==> config.mk <==
export PLATFORM = sky130hd
export DESIGN_NAME = note_chart_scheduler
export DESIGN_NICKNAME = d
export VERILOG_FILES = /design/src/rtl/note_chart_scheduler.sv
export SDC_FILE = /design/constraint.sdc
export NUM_CORES = 1
export LEC_CHECK = 0
export ABC_AREA = 1
export BUFFER_PORTS_ARGS = -buffer_cell sky130_fd_sc_hd__clkbuf_2
export CAP_MARGIN = 30
export CORE_ASPECT_RATIO = 1.5
export CORE_UTILIZATION = 36
export CTS_CLUSTER_SIZE = 40
export DETAILED_ROUTE_END_ITERATION = 10
export HOLD_SLACK_MARGIN = 0.1
export PLACE_DENSITY = 0.64
export SYNTH_ARGS = -nofsm -noshare
export SYNTH_HDL_FRONTEND = slang
export SYNTH_SLANG_ARGS = --single-unit
==> constraint.sdc <==
create_clock -name CLK -period 1.8 [get_ports CLK]
set_input_delay 0.18 -clock CLK [delete_from_list [all_inputs] [get_ports CLK]]
set_output_delay 0.18 -clock CLK [all_outputs]
set_load 0.03 [all_outputs]
==> src/rtl/note_chart_scheduler.sv <==
// note_chart_scheduler
//   Walks a note chart held in an external synchronous ROM and emits each
//   note code as a one-cycle pulse on seq_out for the note-slot allocator.
//   Each chart entry is {wait[WAIT_W-1:0], code[2:0]}. The wait is counted in
//   beat ticks of TICK_DIV clock cycles. Code 3'b111 marks the end of the
//   chart. Code 3'b000 is a rest: it consumes its wait and emits nothing.
//   Optional feature macro: CHART_LOOP_EN. When it is defined, the chart
//   restarts from address 0 on end-of-chart or address wrap, done pulses
//   once per pass, and the loop_cnt output counts passes.

module note_chart_scheduler #(
    parameter int ADDR_W   = 8,
    parameter int TICK_DIV = 4,
    parameter int WAIT_W   = 5
) (
    input  logic              CLK,
    input  logic              RST,
    input  logic              start,
    input  logic              pause,
    input  logic              slot_free,
    input  logic [WAIT_W+2:0] rom_data,
    output logic [ADDR_W-1:0] rom_addr,
    output logic [2:0]        seq_out,
    output logic              busy,
    output logic              done,
    output logic [7:0]        note_cnt,
    output logic              stall
`ifdef CHART_LOOP_EN
   ,output logic [7:0]        loop_cnt
`endif
);

    // Tick divider phase width; at least one bit even when TICK_DIV is 1.
    localparam int DIV_W = (TICK_DIV > 1) ? $clog2(TICK_DIV) : 1;

    localparam logic [DIV_W-1:0]  DIV_LAST  = DIV_W'(TICK_DIV - 1);
    localparam logic [ADDR_W-1:0] ADDR_LAST = {ADDR_W{1'b1}};
    localparam logic [2:0]        END_CODE  = 3'b111;
    localparam logic [2:0]        REST_CODE = 3'b000;

    typedef enum logic [2:0] {
        IDLE  = 3'd0,
        FETCH = 3'd1,
        LOAD  = 3'd2,
        WAIT  = 3'd3,
        ISSUE = 3'd4,
        DONE  = 3'd5
    } state_t;

    state_t            state;
    logic [2:0]        code;      // note code of the entry being played
    logic [WAIT_W-1:0] wcnt;      // beat ticks still to elapse
    logic [DIV_W-1:0]  div_cnt;   // clock cycles elapsed inside current tick

    logic [WAIT_W-1:0] entry_wait;
    logic [2:0]        entry_code;

    assign entry_wait = rom_data[WAIT_W+2:3];
    assign entry_code = rom_data[2:0];

    // A note is blocked exactly while the FSM sits in ISSUE without a free slot.
    // NOTE: stall is decoded from the state register and the live slot_free so
    // it is high in the same cycle the allocator reports no free slot; a
    // registered version would lag by one cycle.
    assign stall = (state == ISSUE) && !slot_free;

    // Chart-walking FSM together with every registered output.
    always_ff @(posedge CLK or posedge RST) begin
        if (RST) begin
            state    <= IDLE;
            rom_addr <= '0;
            seq_out  <= 3'b000;
            busy     <= 1'b0;
            done     <= 1'b0;
            note_cnt <= 8'd0;
            code     <= 3'b000;
            wcnt     <= '0;
            div_cnt  <= '0;
`ifdef CHART_LOOP_EN
            loop_cnt <= 8'd0;
`endif
        end else begin
            // NOTE: state is updated with non-blocking assignments only, so
            // every branch below reads the values from before this edge. The
            // pulse default sits outside the pause gate: a note pulse always
            // clears after one cycle even if pause rises while it is high.
            seq_out <= 3'b000;

            if (!pause) begin
`ifdef CHART_LOOP_EN
                done <= 1'b0;
`endif
                unique case (state)
                    IDLE: begin
                        if (start) begin
                            state    <= FETCH;
                            busy     <= 1'b1;
                            rom_addr <= '0;
                            note_cnt <= 8'd0;
                        end
                    end

                    // rom_addr is stable; the ROM registers the entry this edge.
                    FETCH: begin
                        state <= LOAD;
                    end

                    LOAD: begin
                        code <= entry_code;
                        if (entry_code == END_CODE) begin
`ifdef CHART_LOOP_EN
                            rom_addr <= '0;
                            state    <= FETCH;
                            done     <= 1'b1;
                            if (loop_cnt != 8'hFF) begin
                                loop_cnt <= loop_cnt + 8'd1;
                            end
`else
                            state <= DONE;
                            busy  <= 1'b0;
`endif
                        end else begin
                            // Remaining wait is wcnt*TICK_DIV - div_cnt cycles.
                            wcnt    <= entry_wait;
                            div_cnt <= '0;
                            state   <= (entry_wait == '0) ? ISSUE : WAIT;
                        end
                    end

                    // Leave on the last cycle of the last tick.
                    WAIT: begin
                        if (div_cnt == DIV_LAST) begin
                            div_cnt <= '0;
                            if (wcnt == WAIT_W'(1)) begin
                                wcnt  <= '0;
                                state <= ISSUE;
                            end else begin
                                wcnt <= wcnt - WAIT_W'(1);
                            end
                        end else begin
                            div_cnt <= div_cnt + DIV_W'(1);
                        end
                    end

                    // Hold the note until the allocator has room; never drop it.
                    ISSUE: begin
                        if (slot_free) begin
                            seq_out <= code;
                            if (code != REST_CODE && note_cnt != 8'hFF) begin
                                note_cnt <= note_cnt + 8'd1;
                            end
                            if (rom_addr == ADDR_LAST) begin
`ifdef CHART_LOOP_EN
                                rom_addr <= '0;
                                state    <= FETCH;
                                done     <= 1'b1;
                                if (loop_cnt != 8'hFF) begin
                                    loop_cnt <= loop_cnt + 8'd1;
                                end
`else
                                state <= DONE;
                                busy  <= 1'b0;
`endif
                            end else begin
                                rom_addr <= rom_addr + ADDR_W'(1);
                                state    <= FETCH;
                            end
                        end
                    end

                    // done rises on the first DONE cycle and is held at least
                    // one cycle; a low start then returns to IDLE.
                    DONE: begin
                        if (!done) begin
                            done <= 1'b1;
                        end else if (!start) begin
                            done  <= 1'b0;
                            state <= IDLE;
                        end
                    end

                    default: begin
                        state <= IDLE;
                        busy  <= 1'b0;
                    end
                endcase
            end
        end
    end

endmodule

**Word level (Yosys, flattened, before mapping)**

Cells that the tools add are included.

- $add $sub $neg: 4
- Equality and inequality tests: 21
- Multiplexer cells: 34
- Bitwise logic cells: 2
- Reduce and logical (&&, ||, !) cells: 17

Operators by type and width:

| cell | number |
|---|---|
| $mux 8 | 5 |
| $mux 3 | 12 |
| $pmux 8 s2 | 2 |
| $ne 2x2->1 const B | 9 |
| $pmux 3 s6 | 1 |
| $add 8x1->8 const B | 2 |
| $mux 5 | 3 |
| $pmux 5 s2 | 1 |
| $reduce_and 5->1 | 2 |
| $eq 3x3->1 const B | 3 |
| $eq 8x8->1 const B | 1 |
| $ne 8x8->1 const B | 1 |
| $reduce_and 7->1 | 1 |
| $eq 3x2->1 const B | 2 |
| $mux 1 | 6 |
| $reduce_and 6->1 | 1 |
| $eq 5x1->1 const B | 1 |
| $logic_not 5->1 | 1 |
| $sub 5x1->5 const B | 1 |
| $mux 2 | 2 |
| $ne 2x1->1 const B | 2 |
| $pmux 1 s4 | 1 |
| $pmux 2 s2 | 1 |
| $reduce_and 2->1 | 2 |
| 12 further kinds | 15 |

- Register bits after elaboration: 34
- Input bits: 13
- Output and inout port bits: 22
- Logic and storage cells: 87

**Depth between registers and ports, before layout**

- Depth after elaboration: 5
- Mapped depth: 11
- Mapped depth without buffers: 11

**Worst setup path before layout**

No wires, ideal clock.

- Kind: register -> register
- From: reg rom_addr[0]
- To: reg rom_addr[0]
- Arrival time: 1417 ps
- Required time: 1660 ps
- Path slack: 243 ps
- Cell stages (with the launch flop): 9
- Path buffers: 0
- Clock period less this slack: 1557 ps
- Cell sequence: dfrtp_1 > ha_1 > nand2_1 > nor2_1 > nand2_1 > nand2_1 > inv_1 > nand2_1 > o21ai_0

- Longest elaborated chain between the ends: 4
- Elaborated cells between the ends (all ways): 7

RTL lines:

| item | RTL line | text |
|---|---|---|
| start: declaration | 22 | `output logic [ADDR_W-1:0] rom_addr,` |
| start signal: assignment | 165 | `rom_addr <= rom_addr + ADDR_W'(1);` |
| $add 8x1->8 | 165 |  |
| $mux 8 | 152 | `if (rom_addr == ADDR_LAST) begin` |
| $mux 8 | 147 | `if (slot_free) begin` |
| $pmux 8 s2 | 93 | `unique case (state)` |

Parallel ways exist; a longest one is shown, timed or not. The select of a mux whose other input is x is not followed.
A chain may end at the register's enable or synchronous reset.

**Worst setup path after layout**

- From: reg state[0]
- To: out stall

- Longest elaborated chain between the ends: 2

RTL lines:

| item | RTL line | text |
|---|---|---|
| start: declaration | 50 | `state_t state;` |
| start signal: assignment | 126 | `state <= (entry_wait == '0) ? ISSUE : WAIT;` |
| $eq 3x3->1 | 65 | `assign stall = (state == ISSUE) && !slot_free;` |
| $logic_and 1x1->1 | 65 |  |
| end: declaration | 27 | `output logic stall` |

No other way between the ends.

==> flow_metrics.tcl <==
set metrics [dict create \
    cts_max_level 2 \
    place_area_um2 2350 \
    gp_congestion 0.780 \
    grt_pass1_vias 1818 \
    dieWidth_um 64.3 \
    drc_errors 0 \
    crit_path_end_kind "primary output" \
    final_util_pct 44.3 \
    fin_total_pwr_mw 2.97 \
    finalSetupTns_ps 0 \
    synth_fa_ha_area_share_pct 2.98 \
    rsz0062_at_grt "no" \
    final_antenna_net_count 0 \
    finClkSkew_ps 6.99 \
    required_ps 1620 \
    yosysWarnings 0 \
    clockRootBuffer "clkbuf_8" \
    track_usage_pct 16.6 \
    peakVddDrop_v 0.000546 \
    syn-mean-instance-area_um2 7.36 \
    rows 33 \
    slew_violations 0 \
    syn-cell-area_um2 2100 \
    clockBufferDepth 2 \
    dp_hpwl_um 3440 \
    power_density_nw_per_um2 1210 \
    grt_pass1_wl_um 7800 \
    cap_violations 0 \
    hold_path_class "in2reg" \
    layout.nets 344 \
    drt-initial-drc-count 40 \
    crit_fanout 7 \
    ys_ff_latch 34 \
    yosys-top-cells-area "dfrtp_1 (41%), nand2_1 (16%), nand3_1 (6.9%)" \
    busiest_layer "met2" \
    numPortBuffers 34 \
    num_vias 1908 \
    synth_compound_area_share_pct 9.54 \
    use_met3_pct 3.47 \
    path_clk_slew_ps 70 \
    start_util_pct 37.9 \
    r2r.worst_path.cells 7 \
    ys_types 27 \
    diodes 0 \
    syn2layout_area_growth_pct 16.8 \
    synthMuxAreaShare_pct 0.537 \
    crit_type "reg2out" \
    finalInstanceArea_um2 2450 \
    cts_setup_buffers 0 \
    viasPerCell 4.81 \
    p_leak_nw 1.26 \
    cts_tree "yes" \
    wl_um 4520 \
    insertion_delay_ps 290 \
    worstHoldPathCells 3 \
    seq_area_frac_synth_pct 40.5 \
    synth-xor-area-share_pct 2.09 \
    die_y_um 95.5 \
    die-area_um2 6140 \
    status "completed" \
    grt_max_degree 35 \
    synth_top_family_by_area "simple AND/OR/NAND/NOR gates" \
    syn_inst 285 \
    period_share_pct 88.0 \
    grt_use_met1_pct 18.2 \
    io_pins 35 \
    setup_viol 0 \
    worst_pin_slew_ps 448 \
    synth_top_area_share_pct 40.5 \
    critical_path_arrival_ps 1400 \
    max_freq_mhz 631 \
    numCtsBuffers 5 \
    wl_per_cell_um 11.4 \
    core_area_um2 5530 \
    cts_sinks 34 \
    drt_first_pass_iters 4 \
    worstSetupStartpointType "register" \
    overflow 0 \
    fin_crit_ps 1580 \
    use_met2_pct 29.7 \
    hold_violations 0 \
    yosysTopAreaCell "dfrtp_1" \
    layout-drive-gt1-share_pct 22.0 \
    synthSimpleGateAreaFrac_pct 36.5 \
    antenna_found_initial 0 \
    synthesis.nets 303 \
    slew-limit-headroom_pct 70.2 \
]
## routing by layer
layer / vias up / wire length [um]
met5: - / 0
met4: 0 / 142
met3: 12 / 163
met2: 43 / 2350
met1: 871 / 1870
li1: 982 / -
## worst paths after layout
| kind | start | slack (ps) | to |
|---|---|---|---|
| hold / removal | rom_data[0] | 160 | code[0]$_DFFE_PP0P_ |
| min in group asynchronous | RST | 520 | rom_addr[4]$_DFFE_PP0P_ |
| hold reg to reg | busy$_DFFE_PP0P_ | 490 | busy$_DFFE_PP0P_ |
| max in group asynchronous | RST | 960 | div_cnt[1]$_DFFE_PP0P_ |
| setup / recovery | state[0]$_DFFE_PP0P_ | 220 | stall |
| setup reg to reg | state[2]$_DFFE_PP0P_ | 280 | note_cnt[3]$_DFFE_PP0P_ |
## logic make-up after synthesis
group	after synthesis
fa+ha+maj	5
buf+inv	39
mux	1
simple gates	168
xor+xnor	5
flops	34
compound gates	33
## stage by stage
stage          hold slack [ps]  cells  setup slack, ps
2_1_floorplan              322    285              243
3_3_place_gp               287    388              287
3_5_place_dp               294    388              281
4_1_cts                    147    397              192
5_1_grt                    164    397             51.5
6_report                   155    397              216
## timing repair
action | in CTS | in global routing
gates resized for setup | 0 | 1
hold endpoints to repair | 34 | 0
setup endpoints to repair | 0 | 2
hold buffers | 1 | 0
## cells in the final DEF (no fill, tap or decap)
cell type / count
a21oi_1: 5
buf_4: 3
clkbuf_1: 1
clkbuf_2: 34
clkbuf_8: 6
clkinv_2: 1
dfrtp_1: 34
dlygate4sd3_1: 1
ha_1: 5
inv_1: 32
inv_2: 3
mux2_2: 1
nand2_1: 89
nand2_2: 7
nand2_4: 2
nand3_1: 29
nand3_2: 2
nand3b_1: 2
nand4_1: 2
nor2_1: 27
nor2_4: 2
nor2_8: 1
nor3_1: 3
nor3_2: 1
o21ai_0: 9
o21ai_1: 9
o21ai_2: 8
o21bai_1: 2
or2_2: 1
xnor2_1: 4
xor2_1: 1
## where the power goes
group	leakage [nW]	internal [mW]	switching, mW	total [mW]
logic	0.762	0.424	0.832	1.26
registers	0.446	0.940	0.188	1.13
clock network	0.0482	0.309	0.276	0.585
total	1.26	1.67	1.30	2.97
## registers in the layout, summed over array words and instances (netlist names)
signal and cells:
state 3, rom_addr 8, wcnt 5, note_cnt 8
seq_out 3, busy 1, done 1, div_cnt 2
code 3
## critical path, cell delays in order (launching register included)
cell and delay, ps:
dfrtp_1 490, nor2_4 190, nand3b_1 120, inv_1 110
clkbuf_2 210
## Yosys cell counts, drive strengths merged
library cell,n
a21oi,5
nand3,31
nor3,4
dfrtp,34
o21bai,2
inv,35
nor2,30
xor2,1
nand4,2
buf,4
nand3b,2
xnor2,4
or2,1
o21ai,26
ha,5
mux2,1
nand2,98
## cell type report
| cell class | count | area, um^2 |
|---|---|---|
| multi-input cells | 212 | 1090 |
| well taps | 70 | 87.6 |
| clock inverters | 1 | 5.00 |
| flip-flops and latches | 34 | 851 |
| fillers | 587 | 3080 |
| clock buffers | 7 | 86.3 |
| inverters | 35 | 131 |
| repair buffers | 38 | 203 |
Power figures use the tool's default switching activity.
